[src/rtl/gpio_irq_6502.sv]
// -----------------------------------------------------------------------------
// gpio_irq_6502
//
// Memory-mapped GPIO block with per-bit interrupt detection for a 6502-style
// bus. Every clock is a bus cycle: rd_wr_i selects read (0) or write (1) of
// the register at address_i. Each port occupies eight bytes starting at
// BaseAddress + 8*p:
//   +0 IN        synchronized pin state (read only)
//   +1 OUT       drives ex_data_o
//   +2 IRQ_EN    per-bit interrupt enable
//   +3 EDGE_SEL  1 = edge triggered, 0 = level triggered
//   +4 POL       0 = rising/high active, 1 = falling/low active
//   +5 STATUS    latched interrupt flags, write 1 to clear
//   +6/+7        unmapped
//
// Ports:
//   clk_i            sole clock, rising edge
//   reset_i          synchronous, active-high reset
//   address_i        CPU bus address
//   data_i           CPU write data
//   data_o           registered read data (0 when no read hit)
//   rd_wr_i          0 = read cycle, 1 = write cycle
//   ex_data_i        asynchronous pins, port p at [p*data_width +: data_width]
//   ex_data_o        OUT registers, same packing
//   irq_o            registered OR of all STATUS bits
//   take_controlr_o  read hit, aligned with data_o
//   take_controlw_o  one-cycle pulse per write hit
// -----------------------------------------------------------------------------
module gpio_irq_6502 #(
    parameter int BaseAddress   = 0,
    parameter int address_width = 16,
    parameter int data_width    = 8,
    parameter int NumPorts      = 2,
    parameter int SyncStages    = 2
) (
    input  logic                           clk_i,
    input  logic                           reset_i,
    input  logic [address_width-1:0]       address_i,
    input  logic [data_width-1:0]          data_i,
    output logic [data_width-1:0]          data_o,
    input  logic                           rd_wr_i,
    input  logic [NumPorts*data_width-1:0] ex_data_i,
    output logic [NumPorts*data_width-1:0] ex_data_o,
    output logic                           irq_o,
    output logic                           take_controlr_o,
    output logic                           take_controlw_o
);

    localparam int AW1 = address_width + 1;
    localparam int PW  = NumPorts * data_width;
    localparam logic [AW1-1:0] BASE     = AW1'(BaseAddress);
    localparam logic [AW1-1:0] MAP_SIZE = AW1'(8 * NumPorts);

    typedef enum logic [2:0] {
        REG_IN       = 3'd0,
        REG_OUT      = 3'd1,
        REG_IRQ_EN   = 3'd2,
        REG_EDGE_SEL = 3'd3,
        REG_POL      = 3'd4,
        REG_STATUS   = 3'd5,
        REG_RSVD6    = 3'd6,
        REG_RSVD7    = 3'd7
    } reg_sel_e;

    // ---------------------------------------------------------------- decode
    // One extra bit on the subtraction: an address below the base wraps to a
    // value far above MAP_SIZE, so a single compare covers both map bounds.
    logic [AW1-1:0] rel;
    logic           hit;
    logic [2:0]     port_sel;
    reg_sel_e       reg_sel;
    logic           wr_en;
    logic           rd_hit;
    logic           wr_hit;

    assign rel      = {1'b0, address_i} - BASE;
    assign hit      = rel < MAP_SIZE;
    assign port_sel = rel[5:3];
    assign reg_sel  = reg_sel_e'(rel[2:0]);
    assign wr_en    = hit && rd_wr_i;
    assign rd_hit   = hit && !rd_wr_i && (reg_sel <= REG_STATUS);
    assign wr_hit   = wr_en && (reg_sel != REG_IN) && (reg_sel <= REG_STATUS);

    // ----------------------------------------------------------------- state
    logic [PW-1:0]         sync_q [SyncStages];
    logic [PW-1:0]         prev_q;
    logic [data_width-1:0] out_q      [NumPorts];
    logic [data_width-1:0] irq_en_q   [NumPorts];
    logic [data_width-1:0] edge_sel_q [NumPorts];
    logic [data_width-1:0] pol_q      [NumPorts];
    logic [data_width-1:0] status_q   [NumPorts];
    logic [data_width-1:0] status_d   [NumPorts];
    logic [data_width-1:0] in_val     [NumPorts];

    // ------------------------------------------------------ per-port events
    for (genvar p = 0; p < NumPorts; p++) begin : g_port
        logic [data_width-1:0] sync_v;
        logic [data_width-1:0] prev_v;
        logic [data_width-1:0] active;
        logic [data_width-1:0] fire;
        logic [data_width-1:0] w1c;

        assign sync_v = sync_q[SyncStages-1][p*data_width +: data_width];
        assign prev_v = prev_q[p*data_width +: data_width];
        // A bit is "active" when it sits at the level opposite to POL.
        assign active = sync_v ^ pol_q[p];
        // Edge mode additionally needs the bit to have just changed.
        assign fire   = active & (~edge_sel_q[p] | (sync_v ^ prev_v));
        assign w1c    = (wr_en && port_sel == 3'(p) && reg_sel == REG_STATUS)
                        ? data_i : '0;
        // Clear first, then set: a new event wins over a same-cycle W1C.
        assign status_d[p] = (status_q[p] & ~w1c) | (fire & irq_en_q[p]);
        assign in_val[p]   = sync_v;
        assign ex_data_o[p*data_width +: data_width] = out_q[p];
    end

    // ------------------------------------------------------------- read mux
    logic [data_width-1:0] rd_data;
    logic                  irq_any;

    // NOTE: every output of an always_comb gets a default first so no path
    // leaves it unassigned, which would otherwise infer a latch.
    always_comb begin
        rd_data = '0;
        irq_any = 1'b0;
        for (int p = 0; p < NumPorts; p++) begin
            irq_any = irq_any | (|status_q[p]);
            if (port_sel == 3'(p)) begin
                case (reg_sel)
                    REG_IN:       rd_data = in_val[p];
                    REG_OUT:      rd_data = out_q[p];
                    REG_IRQ_EN:   rd_data = irq_en_q[p];
                    REG_EDGE_SEL: rd_data = edge_sel_q[p];
                    REG_POL:      rd_data = pol_q[p];
                    REG_STATUS:   rd_data = status_q[p];
                    default:      rd_data = '0;
                endcase
            end
        end
    end

    // ------------------------------------------------------------ registers
    // NOTE: sequential state uses non-blocking assignments so every flop
    // samples pre-edge values regardless of statement order.
    always_ff @(posedge clk_i) begin
        if (reset_i) begin
            for (int s = 0; s < SyncStages; s++) sync_q[s] <= '0;
            prev_q <= '0;
            for (int p = 0; p < NumPorts; p++) begin
                out_q[p]      <= '0;
                irq_en_q[p]   <= '0;
                edge_sel_q[p] <= '0;
                pol_q[p]      <= '0;
                status_q[p]   <= '0;
            end
            data_o          <= '0;
            take_controlr_o <= 1'b0;
            take_controlw_o <= 1'b0;
            irq_o           <= 1'b0;
        end else begin
            sync_q[0] <= ex_data_i;
            for (int s = 1; s < SyncStages; s++) sync_q[s] <= sync_q[s-1];
            prev_q <= sync_q[SyncStages-1];
            for (int p = 0; p < NumPorts; p++) begin
                status_q[p] <= status_d[p];
                if (wr_hit && port_sel == 3'(p)) begin
                    case (reg_sel)
                        REG_OUT:      out_q[p]      <= data_i;
                        REG_IRQ_EN:   irq_en_q[p]   <= data_i;
                        REG_EDGE_SEL: edge_sel_q[p] <= data_i;
                        REG_POL:      pol_q[p]      <= data_i;
                        default:      ;
                    endcase
                end
            end
            data_o          <= rd_hit ? rd_data : '0;
            take_controlr_o <= rd_hit;
            take_controlw_o <= wr_hit;
            irq_o           <= irq_any;
        end
    end

endmodule

[config.mk]
export PLATFORM = sky130hd
export DESIGN_NAME = gpio_irq_6502
export DESIGN_NICKNAME = d
export VERILOG_FILES = /design/src/rtl/gpio_irq_6502.sv
export SDC_FILE = /design/constraint.sdc
export NUM_CORES = 1
export LEC_CHECK = 0
export ABC_CLOCK_PERIOD_IN_PS = 8350
export CAP_MARGIN = 20
export CORE_MARGIN = 2
export CORE_UTILIZATION = 30
export CTS_CLUSTER_DIAMETER = 40
export DETAILED_ROUTE_END_ITERATION = 8
export PLACE_DENSITY_LB_ADDON = 0.15
export SKIP_LAST_GASP = 1
export SYNTH_ARGS = -nofsm -noshare
export SYNTH_HDL_FRONTEND = slang
export SYNTH_SLANG_ARGS = --single-unit
[constraint.sdc]
create_clock -name clk_i -period 8.35 [get_ports clk_i]
set_input_delay 1.67 -clock clk_i [delete_from_list [all_inputs] [get_ports clk_i]]
set_output_delay 1.67 -clock clk_i [all_outputs]
set_load 0.1 [all_outputs]
==> results.md, run 1 <==
- Mapped Area: 5930 um^2
- Largest net degree at the start of global routing: 68
- DR pass1 iterations: 5
- CTS Root Cell: clkbuf_16
- Post-CTS Hold Buffers: 0
- Post-synth top flop: dfxtp_1
- VDD IR max: between 100 and 150 uV
- Gate power share: 10.0%
- Fin nets: 647
- Initial Util: a little under a third
- Core outline area: 19400 um^2
- Hold path depth: 1
- Internal Power: 1.24 mW
- Async SR Flop Fraction: 0%
- HP Class: register to register
- Gr ovfl total: 0
- Final Setup Violations: 0
- GRT Util Overall: 17.5%
- ANT nets after route: 0
- Distinct cells, synth: 50
- Most frequent cells in the layout: dfxtp_1 (75), clkdlybuf4s50_1 (67), edfxtp_1 (64)
- End of the worst hold path: sync_q[0][20]
- Cell taking the most area after synthesis: edfxtp_1
- Wire per inst: 19.7 um
- Worst-path maximum fanout: 40
- Slew Viols, Final: 0
- Maxcap violations: 0
- Hold Startpoint: sync_q[0][4]
- Drt via density: 5.00
- DRC errors left: 0
- Total Wirelength: between 15000 and 20000 um
- CP Class: primary input to register
- Inserted Clock Buffers: 17
- CTS tree: yes
- Top cells by area, synth: edfxtp_1 (32%), dfxtp_1 (25%), nor2b_1 (4.2%)
- Pwr/cell area: about 220 nW/um^2
- Synth Register Bits: 139
- Via count: approximately 4400
- Outcome: finished clean
- WP data required: 8.48 ns
- RSZ-0062 raised after global routing: no
- Fin. Hold Viols: 0
- Ys Warns: 0
- R2R Setup Slk: 6.90 ns
- Clk pwr share: 43.3%
- CTS clk-pin slew, worst paths: approximately 0.05 ns
- Pre-CTS setup slack: between 3 and 4 ns
- Avg Inst Size Synth: 11.2 um^2
- LEAKAGE: 2.70 nW
- Worst Max-Slew Pin Slew: 1.05 ns
- Final setup TNS: 0 ns
- Die height: 145 um
- Final GP Congestion: 0.862
- Die Area: 20900 um^2
- Worst skew pair latency: around 0.42 ns
- Area Growth Syn to Fin: 26.3%
- Cell count after synthesis: 531
- Post-synth net total: around 570
- Fillers: 1892
- Inserted Diodes: 0
- Row cnt: 51
- Period utilization: 53.0%
- Critical path endpoint category: register
- Startpoint class of the critical path: primary input
- First-pass GRT wire length: ~26000 um
- R2R Path End: data_o[6]
- Worst slew margin: 29.3%
- Final worst path period need: about 4.4 ns
- Worst reg2reg path depth: 4
- Layout cells sized above 1: approximately 10%
- Sequential share of the synthesized area: 57.7%
- Final worst slack: 3.92 ns
- Vias in the first global route: approximately 4400
- Max clock buf depth: 2
- H-tree levels: 4
- Ports: 70
- Initial antenna violation count: 0
- Post-synth top area share: about a third
- Detail Placement HPWL: 11800 um
- Layout Skew: about 0.0071 ns
- CTS resizes: 0
- R2r startpoint: pol_q[0][14]
- Port bufs: 69
- Clock sink count: 139
- Initial DRC count: 499
- P_sw: 403 uW
- Post-CTS setup buffers: 0
- Number of synthesized flops with an enable pin: 64
- Die Span X: 145 um
- Arr. time, crit path: 4.55 ns
- Most common cell after layout, fill and taps aside: dfxtp_1
- Reg power frac: approximately 47%
- Sw frac: 24.5%
- Fmax achieved: around 230 MHz
==> power by group through the flow <==
stage / logic (mW) / clock network [mW] / registers (mW)
2_1_floorplan: 0.0706 / 0 / 0.803
3_3_place_gp: 0.162 / 0 / 0.781
3_5_place_dp: 0.164 / 0 / 0.780
4_1_cts: 0.165 / 0.727 / 0.766
5_1_grt: 0.177 / 0.758 / 0.769
6_report: 0.165 / 0.712 / 0.766
==> worst max-delay path: stages <==
cell and delay [ns]:
clkdlybuf4s50_1 0.45, buf_4 0.40, or2_0 0.41, o2111ai_4 0.32
o41ai_2 0.99, buf_4 0.29
==> layout make-up <==
cell class	count	area (um^2)	area share, %
repair buffers	81	771	10.3
clock buffers	24	452	6.03
flip-flops and latches	139	3420	45.7
well taps	265	332	4.43
inverters	19	71.3	0.952
multi-input cells	346	2340	31.3
clock inverters	8	95.1	1.27
==> registers in the layout, summed over array words and instances, names as in the netlist <==
signal	count
status_q	16
take_controlr_o	1
data_o	8
prev_q	16
out_q	16
sync_q	32
pol_q	16
irq_en_q	16
edge_sel_q	16
irq_o	1
take_controlw_o	1
==> logic make-up after synthesis <==
| logic type | synth area share, % |
|---|---|
| buffers and inverters | 3.23 |
| and+or+nand+nor | 19.6 |
| AOI/OAI and AO/OA | 15.3 |
| muxes | 4.22 |
| DFF | 57.7 |
==> Yosys cell counts (3+ instances only) <==
cell	count
buf_2	9
o21ai_0	43
nand2b_1	19
and2_1	32
a22o_1	3
and3b_1	4
a221oi_1	3
o41ai_1	5
inv_1	19
clkbuf_1	14
nor3b_1	3
a22oi_1	7
dfxtp_1	75
nor3_4	4
and3_1	15
mux2i_1	16
a21oi_1	35
mux2_2	8
edfxtp_1	64
nor2b_1	40
nand2_1	20
nor2_1	17
nand3_1	10
a31oi_1	5
a211oi_1	20
o211ai_1	3
nor4_1	4
nor4_4	3
==> per-stage QoR <==
stage	util [%]	area [um^2]	std cells	total power [mW]	hold WS [ns]
2_1_floorplan	-	5930	531	0.874	0.414
3_3_place_gp	35.7	6930	848	0.943	0.420
3_5_place_dp	35.7	6930	848	0.945	0.425
4_1_cts	38.5	7470	880	1.66	0.438
5_1_grt	38.6	7490	882	1.70	0.451
6_report	38.6	7490	882	1.64	0.433
==> layer usage <==
metal	up-vias	share of wire (%)	global-route usage, %
met3	21	5.2	4.14
met5	-	0	0
met4	0	2.0	6.64
li1	2102	-	-
met2	140	47	27.7
met1	2146	45	23.2
==> worst max path at each step <==
stage / depth (start not counted) / start / slack [ns] / endpoint
floorplan: 3 / address_i[14] / 4.50 / edge_sel_q[0][10]
global placement: 6 / address_i[2] / 3.53 / pol_q[0][10]
detailed placement: 6 / address_i[2] / 3.44 / pol_q[0][15]
CTS: 6 / address_i[2] / 3.88 / pol_q[0][10]
global route: 6 / address_i[2] / 3.74 / pol_q[0][10]
finish: 6 / address_i[2] / 3.92 / pol_q[0][10]
(Power assumes the default switching activity.)
==> run 2, diff against run 1 <==
- ABC_CLOCK_PERIOD_IN_PS: 8350 -> 3900
- clock period: 8.35 -> 3.9 ns (I/O delays scaled with it)
==> results.md, run 2 (same netlist as run 1, synthesis figures left out) <==
- Initial DRC count: 470 (-5.8%)
- Max clock buf depth: 2 (unchanged)
- Post-CTS Hold Buffers: 0 (unchanged)
- DP Cell Count: 857 (+1.1%)
- Die Area: 20900 um^2 (unchanged)
- Total Wirelength: 17500 um (+0.95%)
- Ports: 70 (unchanged)
- DR pass1 iterations: 5 (unchanged)
- Final Setup Violations: 0 (unchanged)
- Drt via density: 5.15 (+3.0%)
- Fin nets: 654 (+1.1%)
- Layout cells sized above 1: 12.2% (+2.3 points)
- Fmax achieved: approximately 350 MHz
- Worst Max-Slew Pin Slew: 0.988 ns (-0.0647 ns)
- Vias in the first global route: 4492 (+2.9%)
- Die height: 145 um (unchanged)
- Largest reg by FF count: sync_q
- HP Class: register to register
- Final GP Congestion: 0.881 (+2.2%)
- Wire per inst: 19.7 um (+0.15%)
- Crit path largest cell delay: 0.61 ns (-0.38 ns)
- Stages on the worst setup path: 5 (-1)
- Worst slew margin: 33.9% (+4.6 points)
- Worst reg2reg path depth: 4 (unchanged)
- Final setup TNS: 0 ns (unchanged)
- Worst-path maximum fanout: 10 (-75%)
- WHS: 0.434 ns (+0.00102 ns)
- Inserted Clock Buffers: 17 (unchanged)
- Largest net degree at the start of global routing: 66 (-2.9%)
- Worst Path Buf+Inv: 2 (-1)
- Gr ovfl total: 0 (unchanged)
- Core outline area: 19400 um^2 (unchanged)
- RSZ-0062 raised after global routing: no
- LEAKAGE: 2.76 nW (+2.3%)
- Pwr/cell area: 483 nW/um^2 (+120%)
- Slew Viols, Final: 0 (unchanged)
- Fin. Hold Viols: 0 (unchanged)
- CP startpoint: address_i[0]
- Via count: 4576 (+3.8%)
- Most frequent cells in the layout: dfxtp_1 (75), clkdlybuf4s50_1 (67), edfxtp_1 (64)
- Cell Chain, Critical Path: clkdlybuf4s50_1 > or2_0 > o2111ai_4 > o41ai_2 > buf_4
- Fin cells: 889 (+0.79%)
- Area Growth Syn to Fin: 28.4%
- Port bufs: 69 (unchanged)
- CP Class: primary input to register
- DRC errors left: 0 (unchanged)
- Startpoint class of the critical path: primary input
- R2R Path End: data_o[6]
- ANT nets after route: 0 (unchanged)
- CTS Root Cell: clkbuf_16
- First-pass GRT wire length: 26600 um (+0.81%)
- Fillers: 1914 (+1.2%)
- Initial Util: 30.6% (unchanged)
- CP endpoint: out_q[0][14]
- Worst skew pair latency: 0.42 ns (about the same)
- Die Span X: 145 um (unchanged)
- Cell area after layout: 7610 um^2 (+1.7%)
- H-tree levels: 4 (unchanged)
- GRT Util Overall: 17.6% (+0.10 points)
- R2r startpoint: pol_q[0][14]
- Initial antenna violation count: 0 (unchanged)
- VDD IR max: 294 uV (+130%)
- Placed inst area: 6990 um^2 (+0.98%)
- Maxcap violations: 0 (unchanged)
- Row cnt: 51 (unchanged)
- Max reg flops: 32 (unchanged)
- Final worst path period need: 2.87 ns
- Inserted Diodes: 0 (unchanged)
- Arr. time, crit path: 3.00 ns (-1.55 ns)
- Post-CTS setup buffers: 0 (unchanged)
- CTS clk-pin slew, worst paths: 0.06 ns (about the same)
- Outcome: finished clean
- Clock sink count: 139 (unchanged)
- WP data required: 4.02 ns (-4.46 ns)
- R2R Setup Slk: 2.49 ns (-4.41 ns)
- Delay-heaviest family, CP: compound AO/OA/AOI/OAI gates
- Period utilization: 73.6%
- Most common cell after layout, fill and taps aside: dfxtp_1
- CTS tree: yes
- Layout Skew: 0.00750 ns (+0.000360 ns)
- CP max-delay cell: clkdlybuf4s50_1
- CTS resizes: 0 (unchanged)
- Critical path endpoint category: register
- Detail Placement HPWL: 11900 um (+0.24%)
-- run 2: metal layers --
metal	wire, um	part of all wire, %	up-vias	GRT usage (%)
met3	1380	7.9	35	4.50
met4	570	3.3	0	8.69
met2	7710	44	228	26.4
li1	-	-	2117	-
met5	0	0	-	0
met1	7850	45	2196	23.5
-- run 2: worst min path at each step --
stage / from / end / slack (ns) / cells after the start
2_1_floorplan: sync_q[0][0] / sync_q[0][16] / 0.41 / 1
3_3_place_gp: sync_q[0][8] / sync_q[0][24] / 0.42 / 1
3_5_place_dp: sync_q[0][11] / sync_q[0][27] / 0.42 / 1
4_1_cts: sync_q[0][11] / sync_q[0][27] / 0.44 / 1
5_1_grt: sync_q[0][6] / sync_q[0][22] / 0.46 / 1
6_report: sync_q[0][11] / sync_q[0][27] / 0.43 / 1
-- run 2: area by class of cell --
cell class	instances	area, um^2	share of cell area [%]
multi-input combinational	346	2340	30.8
clock inverter	14	169	2.22
tap	265	332	4.35
inverter	19	71.3	0.937
clock buffer	18	450	5.92
sequential	139	3420	45.0
timing repair buffer	88	823	10.8
-- run 2: metrics by stage --
stage / setup WS (ns) / power [mW] / util [%]
after floorplan: 0.937 / 1.87 / -
after global placement: 0.670 / 2.03 / 36.1
after global routing: 0.968 / 3.81 / 39.2
after CTS: 1.08 / 3.71 / 39.2
after detailed placement: 0.626 / 2.03 / 36.1
final: 1.03 / 3.68 / 39.2
-- run 2: report_power, final --
group / switching [mW] / internal (mW) / leakage (nW) / total [mW]
clock: 0.636 / 1.04 / 0.291 / 1.68
combinational: 0.229 / 0.134 / 1.25 / 0.363
sequential: 0.0475 / 1.59 / 1.22 / 1.64
==> run 3, diff against run 2 <==
- ABC_CLOCK_PERIOD_IN_PS: 3900 -> 2950
- clock period: 3.9 -> 2.95 ns (I/O delays scaled with it)
==> results.md, run 3 (same netlist as run 1, synthesis figures left out) <==
- Period utilization: 85.5%
- First-pass GRT wire length: 27400 um (+3.2%)
- Fin. Hold Viols: 0 (unchanged)
- Ports: 70 (unchanged)
- Reg power frac: 46.0% (+1.5 points)
- Hold Startpoint: sync_q[0][15]
- Fillers: 1931 (+0.89%)
- GRT Util Overall: 18.3% (+0.71 points)
- Startpoint class of the critical path: primary input
- Max reg flops: 32 (unchanged)
- Clock sink count: 139 (unchanged)
- Largest reg by FF count: sync_q
- Area Growth Syn to Fin: 29.5%
- Largest net degree at the start of global routing: 41 (-38%)
- Worst reg2reg path depth: 2 (-2)
- Most common cell after layout, fill and taps aside: dfxtp_1
- Die Span X: 145 um (unchanged)
- CTS tree: yes
- Slew Viols, Final: 0 (unchanged)
- Die Area: 20900 um^2 (unchanged)
- Wire per inst: 19.9 um (+1.3%)
- CTS Root Cell: clkbuf_16
- Inserted Clock Buffers: 17 (unchanged)
- RSZ-0062 raised after global routing: no
- Final setup TNS: 0 ns (unchanged)
- CTS resizes: 0 (unchanged)
- R2r startpoint: status_q[0][10]
- Gr ovfl total: 0 (unchanged)
- Critical path endpoint category: register
- Post-CTS Hold Buffers: 0 (unchanged)
- Most frequent cells in the layout: dfxtp_1 (75), buf_4 (65), edfxtp_1 (64)
- ANT nets after route: 0 (unchanged)
- LEAKAGE: 2.90 nW (+5.0%)
- Maxcap violations: 0 (unchanged)
- Row cnt: 51 (unchanged)
- Fin cells: 910 (+2.4%)
- Final Setup Violations: 0 (unchanged)
- VDD IR max: 441 uV (+50%)
- R2R Setup Slk: 1.51 ns (-0.98 ns)
- Fmax achieved: 396 MHz
- Outcome: finished clean
- Layout Skew: 0.00994 ns (+0.00244 ns)
- Port bufs: 69 (unchanged)
- Worst Max-Slew Pin Slew: 0.716 ns (-0.272 ns)
- Vias in the first global route: 4596 (+2.3%)
- Initial antenna violation count: 0 (unchanged)
- Clk pwr share: 43.6% (-2.0 points)
- Internal Power: 3.49 mW (+26%)
- Core outline area: 19400 um^2 (unchanged)
- CTS clk-pin slew, worst paths: 0.06 ns (about the same)
- WP data required: 3.23 ns (-0.79 ns)
- Fin nets: 675 (+3.2%)
- Die height: 145 um (unchanged)
- Hold path depth: 1 (unchanged)
- HP Class: register to register
- CP Class: primary input to register
- Finished Core Util: 39.6% (+0.35 points)
- Inserted Diodes: 0 (unchanged)
- DR pass1 iterations: 5 (unchanged)
- DRC errors left: 0 (unchanged)
- Max clock buf depth: 2 (unchanged)
- Gate power share: 10.5% (+0.6 points)
- Arr. time, crit path: 2.81 ns (-0.19 ns)
- Drt via density: 5.07 (-1.6%)
- Total Wirelength: 18100 um (+3.7%)
- Final Power: 4.71 mW (+28%)
- End of the worst hold path: sync_q[0][31]
- Layout cells sized above 1: 19.4% (+7.2 points)
- Final GP Congestion: 0.853 (-3.2%)
- Worst-path maximum fanout: 8 (-2)
- Pwr/cell area: 613 nW/um^2 (+27%)
- Final worst path period need: ~2.5 ns
- Post-CTS setup buffers: 0 (unchanged)
- Initial Util: 30.6% (unchanged)
- Initial DRC count: 379 (-19%)
- Sw frac: 26.0% (+1.2 points)
- R2R Path End: irq_o
- P_sw: 1.22 mW (+34%)
- DP Cell Count: 878 (+2.5%)
- Via count: 4610 (+0.74%)
- H-tree levels: 4 (unchanged)
- Worst slew margin: 51.8% (+18 points)
- Worst skew pair latency: 0.43 ns (about the same)
- Detail Placement HPWL: 12600 um (+6.1%)
==> run 3: cell types whose count changed in the layout (fill, tap and decap cells not counted), moves of 2 or more <==
cell / delta
clkinvlp_4: -2
bufinv_16: -3
clkdlybuf4s50_1: -27
inv_4: +2
buf_4: +46
buf_12: +2
clkinv_2: +2
==> run 3: layout make-up <==
| type | count | area [um^2] | share of cell area (%) |
|---|---|---|---|
| repair buffers | 109 | 938 | 12.2 |
| clock inverters | 12 | 82.6 | 1.08 |
| clock buffers | 20 | 489 | 6.37 |
| inverters | 19 | 71.3 | 0.928 |
| flip-flops and latches | 139 | 3420 | 44.6 |
| multi-input cells | 346 | 2340 | 30.5 |
| well taps | 265 | 332 | 4.32 |
==> run 3: how the worst max path moves through the flow <==
stage,from,end
after global routing,address_i[14],out_q[0][2]
after CTS,address_i[14],out_q[0][10]
after floorplan,address_i[14],edge_sel_q[0][10]
after detailed placement,address_i[14],out_q[0][2]
after global placement,address_i[0],out_q[0][11]
final,address_i[14],out_q[0][10]
==> run 3: worst max-delay path, stage by stage <==
cell             delay (ns)
clkdlybuf4s50_1        0.45
nor4_4                 0.43
o2111ai_4              0.31
buf_4                  0.26
nor3_4                 0.53
and2_1                 0.24
==> run 3: per-stage QoR <==
step           hold slack (ns)  worst slack, ns  area (um^2)
3_5_place_dp             0.423          -0.0351         7110
5_1_grt                  0.447            0.331         7680
3_3_place_gp             0.420          0.00856         7110
6_report                 0.433            0.427         7680
4_1_cts                  0.438            0.410         7680
2_1_floorplan            0.414            0.177         5930
==> run 3: routing by layer <==
| layer | track usage, % | share of wire (%) | wire length, um |
|---|---|---|---|
| met1 | 24.7 | 45 | 8160 |
| met5 | 0 | 0 | 0 |
| met3 | 4.44 | 6.6 | 1200 |
| met4 | 7.36 | 2.3 | 415 |
| met2 | 28.2 | 46 | 8370 |
==> run 3: power by group through the flow <==
stage          Combinational, mW  Sequential (mW)  Clock (mW)
2_1_floorplan              0.200             2.27           0
4_1_cts                    0.493             2.16        2.10
5_1_grt                    0.527             2.17        2.18
3_5_place_dp               0.491             2.20           0
3_3_place_gp               0.486             2.21           0
6_report                   0.492             2.16        2.05
